===== config.mk =====
export PLATFORM = sky130hd
export DESIGN_NAME = mem_arbiter
export DESIGN_NICKNAME = d
export VERILOG_FILES = /design/src/rtl/mem_arb_pkg.sv /design/src/rtl/arb_owner_fifo.sv /design/src/rtl/mem_arbiter.sv
export SDC_FILE = /design/constraint.sdc
export NUM_CORES = 1
export LEC_CHECK = 0
export BUFFER_PORTS_ARGS = -buffer_cell sky130_fd_sc_hd__clkbuf_2
export CORE_AREA = 2 2 211 213
export DETAILED_ROUTE_END_ITERATION = 10
export DIE_AREA = 0 0 213 215
export PLACE_DENSITY = 0.3
export REMOVE_ABC_BUFFERS = 1
export SLEW_MARGIN = 20
export SYNTH_ARGS = -nofsm -noshare
export SYNTH_HDL_FRONTEND = slang
export SYNTH_SLANG_ARGS = --single-unit

===== constraint.sdc =====
create_clock -name clk -period 3.9 [get_ports clk]
set_input_delay 0.975 -clock clk [delete_from_list [all_inputs] [get_ports clk]]
set_output_delay 0.975 -clock clk [all_outputs]
set_load 0.005 [all_outputs]

===== src/rtl/mem_arb_pkg.sv =====
// Shared types and default widths for the IF/LS memory-port arbiter.
package mem_arb_pkg;

  typedef enum logic {
    OWN_IF = 1'b0,
    OWN_LS = 1'b1
  } owner_e;

  localparam int ADDR_W_DEF = 64;
  localparam int DATA_W_DEF = 64;

endpackage


===== src/rtl/arb_owner_fifo.sv =====
// Owner FIFO: remembers which master issued each outstanding read so that
// in-order responses can be steered back to it.
module arb_owner_fifo
  import mem_arb_pkg::*;
#(
  parameter int DEPTH = 2
) (
  input  logic   clk,
  input  logic   rst,
  input  logic   push,
  input  owner_e push_own,
  input  logic   pop,
  output owner_e head,
  output logic   full,
  output logic   empty
);

  localparam int PTR_W = (DEPTH > 1) ? $clog2(DEPTH) : 1;
  localparam int CNT_W = $clog2(DEPTH + 1);

  logic [PTR_W-1:0] wr_ptr;
  logic [PTR_W-1:0] rd_ptr;
  logic [CNT_W-1:0] count;
  owner_e           slots [DEPTH];
  logic             push_ok;
  logic             pop_ok;

  function automatic logic [PTR_W-1:0] ptr_inc(input logic [PTR_W-1:0] p);
    return (p == PTR_W'(DEPTH - 1)) ? '0 : p + 1'b1;
  endfunction

  assign full    = (count == CNT_W'(DEPTH));
  assign empty   = (count == '0);
  assign push_ok = push & ~full;
  assign pop_ok  = pop & ~empty;
  assign head    = slots[rd_ptr];

  always_ff @(posedge clk or negedge rst) begin
    if (!rst) begin
      wr_ptr <= '0;
      rd_ptr <= '0;
      count  <= '0;
    end else begin
      if (push_ok) wr_ptr <= ptr_inc(wr_ptr);
      if (pop_ok)  rd_ptr <= ptr_inc(rd_ptr);
      case ({push_ok, pop_ok})
        2'b10:   count <= count + 1'b1;
        2'b01:   count <= count - 1'b1;
        default: count <= count;
      endcase
    end
  end

  // Slot contents are only meaningful while counted, so they carry no reset.
  always_ff @(posedge clk) begin
    if (push_ok) slots[wr_ptr] <= push_own;
  end

endmodule


===== src/rtl/mem_arbiter.sv =====
// Round-robin arbiter sharing one memory port between IF and LS, with
// pipelined in-order reads. Optional counters under MEM_ARB_PERF_EN.
module mem_arbiter
  import mem_arb_pkg::*;
#(
  parameter int ADDR_W = ADDR_W_DEF,
  parameter int DATA_W = DATA_W_DEF,
  parameter int OUTST  = 2
) (
  input  logic                clk,
  input  logic                rst,
  input  logic                if_req,
  input  logic [ADDR_W-1:0]   if_addr,
  output logic                if_gnt,
  output logic                if_rvalid,
  output logic [DATA_W-1:0]   if_rdata,
  input  logic                ls_req,
  input  logic                ls_we,
  input  logic [ADDR_W-1:0]   ls_addr,
  input  logic [DATA_W-1:0]   ls_wdata,
  input  logic [DATA_W/8-1:0] ls_wstrb,
  output logic                ls_gnt,
  output logic                ls_rvalid,
  output logic [DATA_W-1:0]   ls_rdata,
  output logic                mem_req,
  output logic                mem_we,
  output logic [ADDR_W-1:0]   mem_addr,
  output logic [DATA_W-1:0]   mem_wdata,
  output logic [DATA_W/8-1:0] mem_wstrb,
  input  logic                mem_ready,
  input  logic                mem_rvalid,
  input  logic [DATA_W-1:0]   mem_rdata,
  output logic                err_spurious
`ifdef MEM_ARB_PERF_EN
  ,
  output logic [31:0]         perf_if_gnt,
  output logic [31:0]         perf_ls_gnt,
  output logic [31:0]         perf_conflict
`endif
);

  owner_e last_gnt;
  owner_e fifo_head;
  owner_e push_own;
  logic   fifo_full;
  logic   fifo_empty;
  logic   can_issue;
  logic   if_win;
  logic   ls_win;
  logic   push;
  logic   pop;

  // A full FIFO blocks every grant, writes included, even when a pop is
  // happening in the same cycle; rst gating keeps all grants low in reset.
  always_comb begin
    can_issue = rst & mem_ready & ~fifo_full;
    if_win    = can_issue & if_req & (~ls_req | (last_gnt == OWN_LS));
    ls_win    = can_issue & ls_req & (~if_req | (last_gnt == OWN_IF));
  end

  always_comb begin
    mem_req   = 1'b0;
    mem_we    = 1'b0;
    mem_addr  = '0;
    mem_wdata = '0;
    mem_wstrb = '0;
    if (ls_win) begin
      mem_req   = 1'b1;
      mem_we    = ls_we;
      mem_addr  = ls_addr;
      mem_wdata = ls_wdata;
      mem_wstrb = ls_wstrb;
    end else if (if_win) begin
      mem_req  = 1'b1;
      mem_addr = if_addr;
    end
  end

  assign if_gnt   = if_win;
  assign ls_gnt   = ls_win;
  assign push     = if_win | (ls_win & ~ls_we);
  assign push_own = ls_win ? OWN_LS : OWN_IF;
  assign pop      = mem_rvalid & ~fifo_empty;

  arb_owner_fifo #(
    .DEPTH(OUTST)
  ) u_owner_fifo (
    .clk     (clk),
    .rst     (rst),
    .push    (push),
    .push_own(push_own),
    .pop     (pop),
    .head    (fifo_head),
    .full    (fifo_full),
    .empty   (fifo_empty)
  );

  always_comb begin
    if_rvalid = pop & (fifo_head == OWN_IF);
    ls_rvalid = pop & (fifo_head == OWN_LS);
    if_rdata  = if_rvalid ? mem_rdata : '0;
    ls_rdata  = ls_rvalid ? mem_rdata : '0;
  end

  always_ff @(posedge clk or negedge rst) begin
    if (!rst) begin
      last_gnt     <= OWN_IF;
      err_spurious <= 1'b0;
    end else begin
      if (ls_win)      last_gnt <= OWN_LS;
      else if (if_win) last_gnt <= OWN_IF;
      if (mem_rvalid & fifo_empty) err_spurious <= 1'b1;
    end
  end

`ifdef MEM_ARB_PERF_EN
  always_ff @(posedge clk or negedge rst) begin
    if (!rst) begin
      perf_if_gnt   <= '0;
      perf_ls_gnt   <= '0;
      perf_conflict <= '0;
    end else begin
      if (if_win) perf_if_gnt <= perf_if_gnt + 32'd1;
      if (ls_win) perf_ls_gnt <= perf_ls_gnt + 32'd1;
      if (if_req & ls_req & can_issue) perf_conflict <= perf_conflict + 32'd1;
    end
  end
`endif

endmodule

==> results.sh, run 1 <==
export IMPL_clkSlewWorstSetupHoldPaths_ns=0.04
export IMPL_layout_drive_gt1_share_pct=60.3
export IMPL_hold_violations=0
export IMPL_wl_um=20300
export IMPL_grt_overflow=0
export IMPL_synth_largest_area_cell="and2_1"
export IMPL_synth_seq_cells=8
export IMPL_critical_path_endpoint_type="output pin"
export IMPL_synth_area_um2=2740
export IMPL_drt_iter0_markers=104
export IMPL_synth_cell_types=30
export IMPL_tightest_slew_ns=0.729
export IMPL_via_count=5028
export IMPL_layout_cells_most_common="clkbuf_2"
export IMPL_rows=77
export IMPL_cts_tree="done"
export IMPL_cts_root_buf="clkbuf_16"
export IMPL_crit_arrival_ns=2.35
export IMPL_peakVddDrop_mv=0.135
export IMPL_track_usage_pct=7.86
export IMPL_mostFrequentLayoutCells="clkbuf_2 (541), and2_1 (201), nor2_1 (70), a32oi_1 (64), dfrtp_1 (6)"
export IMPL_synthToLayoutAreaGrowth_pct=126
export IMPL_die_area_um2=45800
export IMPL_rsz0062_at_grt="false"
export IMPL_fin_util_pct=14.2
export IMPL_numPortBuffers=541
export IMPL_cts_sinks=8
export IMPL_cp_start_kind="input port"
export IMPL_grt_pass1_vias=4739
export IMPL_seq_area_frac_synth_pct=7.66
export IMPL_rr_worst_depth=7
export IMPL_critical_path_class="in2out"
export IMPL_core_area_um2=43600
export IMPL_fin_crit_sh_pct=85.3
export IMPL_critical_path_required_ns=2.92
export IMPL_num_nets_final=1199
export IMPL_io_pins=542
export IMPL_drv_slew=0
export IMPL_clock_latency_ns=0.23
export IMPL_worstPathMaxFanout=57
export IMPL_grt_pass1_wl_um=27100
export IMPL_cts_buffer_depth=2
export IMPL_fillers=5137
export IMPL_skew_ns=0.00555
export IMPL_die_w_um=213
export IMPL_ctsHoldBuffers=0
export IMPL_maxCapViolCount=0
export IMPL_final_antenna_net_count=0
export IMPL_fin_cells=1525
export IMPL_viasPerCell=3.30
export IMPL_yosysWarnings=0
export IMPL_multiInputGateArea_um2=2300
export IMPL_synthCells=426
export IMPL_drt_first_pass_iters=4
export IMPL_p_per_area_nw_per_um2=242
export IMPL_setup_tns_final_ns=0
export IMPL_die_height_um=215
export IMPL_grt_start_max_net_pins=77
export IMPL_postCtsSetupBuffers=0
export IMPL_dp_cells=1514
export IMPL_setup_viol=0
export IMPL_max_slew_margin_pct=51.4
export IMPL_initial_core_util_pct=6.28
export IMPL_ff_latch_area_um2=210
export IMPL_synthTopCellsByArea="and2_1 (46%), a32oi_1 (20%), nor2_1 (9.7%), dfrtp_1 (5.5%), clkbuf_2 (3.3%)"
export IMPL_leakage_nw=3.41
export IMPL_clock_fmax_ghz=0.301
export IMPL_gp_congestion=0.814
export IMPL_cts_inserted_buffers=3
export IMPL_wl_per_cell_um=13.3
export IMPL_dp_hpwl_um=17900
export IMPL_syn_avg_cell_area_um2=6.44
export IMPL_fin_crit_ns=3.33
export IMPL_route_detailed_drc=0
export IMPL_ctsResizeCount=0
export IMPL_status="finished, final reports clean"
export IMPL_antenna_found_initial=10
export IMPL_synth_top_area_share_pct=45.8
export IMPL_hold_path_depth=1
export IMPL_hold_path_class="reg2reg"
export IMPL_cts_htree_levels=1
-- state kept, by name, summed over array words and instances (netlist names) --
name and cells:
err_spurious 1, last_gnt 1, u_owner_fifo.count 2, u_owner_fifo.rd_ptr 1, u_owner_fifo.slots 2, u_owner_fifo.wr_ptr 1
-- Yosys cell counts --
cell and count:
nand2_1 2, or2_1 2, a21o_1 1, a32oi_1 64, nor2_1 71, buf_6 2, o21ai_0 2, nor2b_1 3
mux2i_1 1, nor3b_2 1, o31ai_1 1, inv_1 3, clkbuf_1 19, a21boi_1 1, o21ai_1 1, xnor2_1 3
or3_1 1, buf_2 12, nor3_1 1, ha_1 1, buf_1 2, clkbuf_2 18, nand2b_1 1, dfrtp_1 6
a21oi_1 1, edfxtp_1 2, a211o_1 1, o211ai_1 1, xor2_1 1, and2_1 201
-- per-stage QoR --
stage	instance area [um^2]	hold slack, ns	total power, mW	worst slack [ns]
after floorplan	2490	0.451	0.680	-2.37
after global placement	6100	0.485	1.37	0.512
after detailed placement	6100	0.490	1.34	0.549
after CTS	6180	0.494	1.53	0.549
after global routing	6190	0.522	1.66	0.420
final	6190	0.482	1.50	0.573
-- cell type report --
cell class              instances  area share [%]
diodes                          7           0.283
clock buffers                   4            1.27
inverters                       3           0.182
multi-input cells             362            37.2
flip-flops and latches          8            3.39
well taps                     592            12.0
repair buffers                549            45.7
-- worst paths after layout --
kind / startpoint / to / slack, ns
max in group asynchronous: rst / u_owner_fifo.rd_ptr$_DFFE_PN0P_ / 3.13
hold / removal: err_spurious$_DFFE_PN0P_ / err_spurious$_DFFE_PN0P_ / 0.48
setup / recovery: rst / mem_addr[41] / 0.57
hold reg to reg: err_spurious$_DFFE_PN0P_ / err_spurious$_DFFE_PN0P_ / 0.48
setup reg to reg: last_gnt$_DFFE_PN0P_ / u_owner_fifo.count[1]$_DFFE_PN0P_ / 1.63
min in group asynchronous: rst / u_owner_fifo.wr_ptr$_DFFE_PN0P_ / 0.59
-- cell families (layout without fill, tap and decap cells) --
logic type               after synthesis  in the layout  synth area share [%]
AND/OR/NAND/NOR                      283            283                  58.1
XOR/XNOR                               4              4                  1.28
AO/OA/AOI/OAI                         73             73                  22.6
flip-flops                             8              8                  7.66
adder cells (fa/ha/maj)                1              1                 0.456
buffers and inverters                 56            556                  9.58
multiplexers                           1              1                 0.365
other                                  0              7                     0
-- power breakdown --
part           internal, mW  switching [mW]  total, mW
Combinational         0.567           0.613       1.18
Sequential            0.115          0.0289      0.144
Clock                 0.136          0.0405      0.177
-- per-layer routing --
metal / GRT usage, % / up-vias / wire length, um
met5: 0 / - / 27
met4: 4.31 / 4 / 765
met3: 1.62 / 26 / 1970
met2: 15.9 / 336 / 11000
met1: 7.08 / 2210 / 6590
li1: - / 2452 / -
-- critical path, stage by stage --
cell and delay [ns]:
clkbuf_2 0.21, nand2_1 0.18, or2_2 0.46, buf_12 0.22
nor2_1 0.14, clkbuf_2 0.12
No activity file was read; power rests on OpenSTA's default activity.
==> run 2, diff against run 1 <==
CORE_AREA = 3 3 212 214   (was 2 2 211 213)
DIE_AREA = 0 0 215 217   (was 0 0 213 215)
==> run 2 against run 1 <==
First-iteration DRC count increased by 38%; combinational power increased by 3%; global-route usage increased by 1.3 points; cell area increased by 0.14%; sequential cell count unchanged; critical path depth decreased by 1; clock-buffer cell count unchanged; critical endpoint is now mem_addr[25]; largest power group unchanged; highest routed layer unchanged.
==> results.sh, run 2 (synthesized netlist as in run 1, its figures left out) <==
export IMPL_critical_path_class="in2out"
export IMPL_ff_latch_area_um2=210
export IMPL_crit_chain="clkbuf_2, buf_4, a32oi_1, nor2_1, clkbuf_2"
export IMPL_max_slew_margin_pct=49.8
export IMPL_num_nets_final=1201
export IMPL_core_area_um2=43100
export IMPL_cp_start_kind="input port"
export IMPL_wl_per_cell_um=15.3
export IMPL_preCtsSetupSlack_ns=0.570
export IMPL_tightest_slew_ns=0.753
export IMPL_clock_latency_ns=0.23
export IMPL_critical_path_endpoint_type="output pin"
export IMPL_grt_overflow=0
export IMPL_die_height_um=217
export IMPL_via_count=5058
export IMPL_crit_top_cell="clkbuf_2"
export IMPL_viasPerCell=3.34
export IMPL_ctsHoldBuffers=0
export IMPL_grt_start_max_net_pins=70
export IMPL_die_w_um=215
export IMPL_crit_arrival_ns=2.35
export IMPL_numPortBuffers=541
export IMPL_worstPathMaxFanout=69
export IMPL_fin_crit_sh_pct=85.2
export IMPL_fin_area_um2=6200
export IMPL_grt_pass1_vias=5141
export IMPL_mostFrequentLayoutCells="clkbuf_2 (541), and2_1 (201), nor2_1 (70), a32oi_1 (64)"
export IMPL_cp_slowest_cell="buf_4"
export IMPL_clock_fmax_ghz=0.301
export IMPL_grt_pass1_wl_um=32700
export IMPL_setup_ws_ns=0.577
export IMPL_leakage_nw=3.43
export IMPL_rsz0062_at_grt="false"
export IMPL_hold_violations=0
export IMPL_skew_ns=0.00249
export IMPL_initial_core_util_pct=6.37
export IMPL_cts_htree_levels=1
export IMPL_cts_inserted_buffers=3
export IMPL_drv_slew=0
export IMPL_layout_cells_most_common="clkbuf_2"
export IMPL_antenna_found_initial=10
export IMPL_cts_buffer_depth=2
export IMPL_cts_root_buf="clkbuf_16"
export IMPL_status="finished, final reports clean"
export IMPL_crit_family="buffers and inverters"
export IMPL_report_power_total_mw=1.55
export IMPL_io_pins=542
export IMPL_die_area_um2=46700
export IMPL_ctsResizeCount=0
export IMPL_largest_registers="u_owner_fifo.count x2, u_owner_fifo.slots x2"
export IMPL_synthToLayoutAreaGrowth_pct=126
export IMPL_drt_first_pass_iters=5
export IMPL_layout_drive_gt1_share_pct=60.3
export IMPL_drt_iter0_markers=144
export IMPL_peakVddDrop_mv=0.158
export IMPL_wl_um=23200
export IMPL_rows=76
export IMPL_track_usage_pct=9.12
export IMPL_fin_crit_ns=3.32
export IMPL_critical_path_required_ns=2.92
export IMPL_maxCapViolCount=0
export IMPL_setup_viol=0
export IMPL_worst_path_buf_inv=3
export IMPL_r2r_setup_slack_ns=1.73
export IMPL_hold_path_class="reg2reg"
export IMPL_placed_cell_area_um2=6120
export IMPL_clkSlewWorstSetupHoldPaths_ns=0.04
export IMPL_multiInputGateArea_um2=2300
export IMPL_gp_congestion=0.867
export IMPL_slowest_delay_ns=0.60
export IMPL_p_per_area_nw_per_um2=249
export IMPL_cts_sinks=8
export IMPL_postCtsSetupBuffers=0
export IMPL_route_detailed_drc=0
export IMPL_dp_hpwl_um=20400
export IMPL_fillers=5127
export IMPL_final_antenna_net_count=0
export IMPL_cts_tree="done"
[run 2: cell count changes in the layout (fill, tap and decap cells not counted), sizes merged]
cell   delta
diode     -4
buf       +2
[run 2: final timing paths]
check	start	end	cells past startpoint
max in group asynchronous	rst	u_owner_fifo.count[1]$_DFFE_PN0P_	1
max	if_req	mem_addr[25]	5
min reg2reg	err_spurious$_DFFE_PN0P_	err_spurious$_DFFE_PN0P_	1
min	err_spurious$_DFFE_PN0P_	err_spurious$_DFFE_PN0P_	1
min in group asynchronous	rst	last_gnt$_DFFE_PN0P_	1
max reg2reg	last_gnt$_DFFE_PN0P_	u_owner_fifo.count[1]$_DFFE_PN0P_	6
[run 2: report_power, final]
group          total, mW  switching [mW]  internal, mW
sequential         0.147          0.0313         0.115
clock              0.177          0.0410         0.136
combinational       1.22           0.642         0.580
total               1.55           0.714         0.831
[run 2: worst reg2reg max path: cells and delay by family (launching register included)]
family	cells	cell delay, ns
simple gates	3	0.99
flops	1	0.41
fa+ha+maj	1	0.31
compound gates	1	0.25
xor+xnor	1	0.14
[run 2: layout make-up]
class                   instances  area share (%)
diodes                          3           0.121
clock buffers                   4            1.27
inverters                       3           0.182
multi-input cells             362            37.2
flip-flops and latches          8            3.39
well taps                     585            11.8
repair buffers                551            46.1
[run 2: stage by stage]
stage               util, %  TNS [ns]  cells  hold WS (ns)
floorplan                 -   -213.88    373         0.451
global placement       14.2         0   1509         0.450
detailed placement     14.2         0   1509         0.455
CTS                    14.4         0   1513         0.464
global route           14.4         0   1516         0.494
finish                 14.4         0   1516         0.457
[run 2: routing by layer]
| metal | up-vias | global-route usage (%) | share of wire (%) |
|---|---|---|---|
| met5 | - | 0 | 0.091 |
| met1 | 2242 | 8.81 | 33 |
| met3 | 34 | 2.60 | 9.5 |
| met2 | 331 | 18.0 | 54 |
| met4 | 4 | 3.72 | 3.2 |
| li1 | 2447 | - | - |
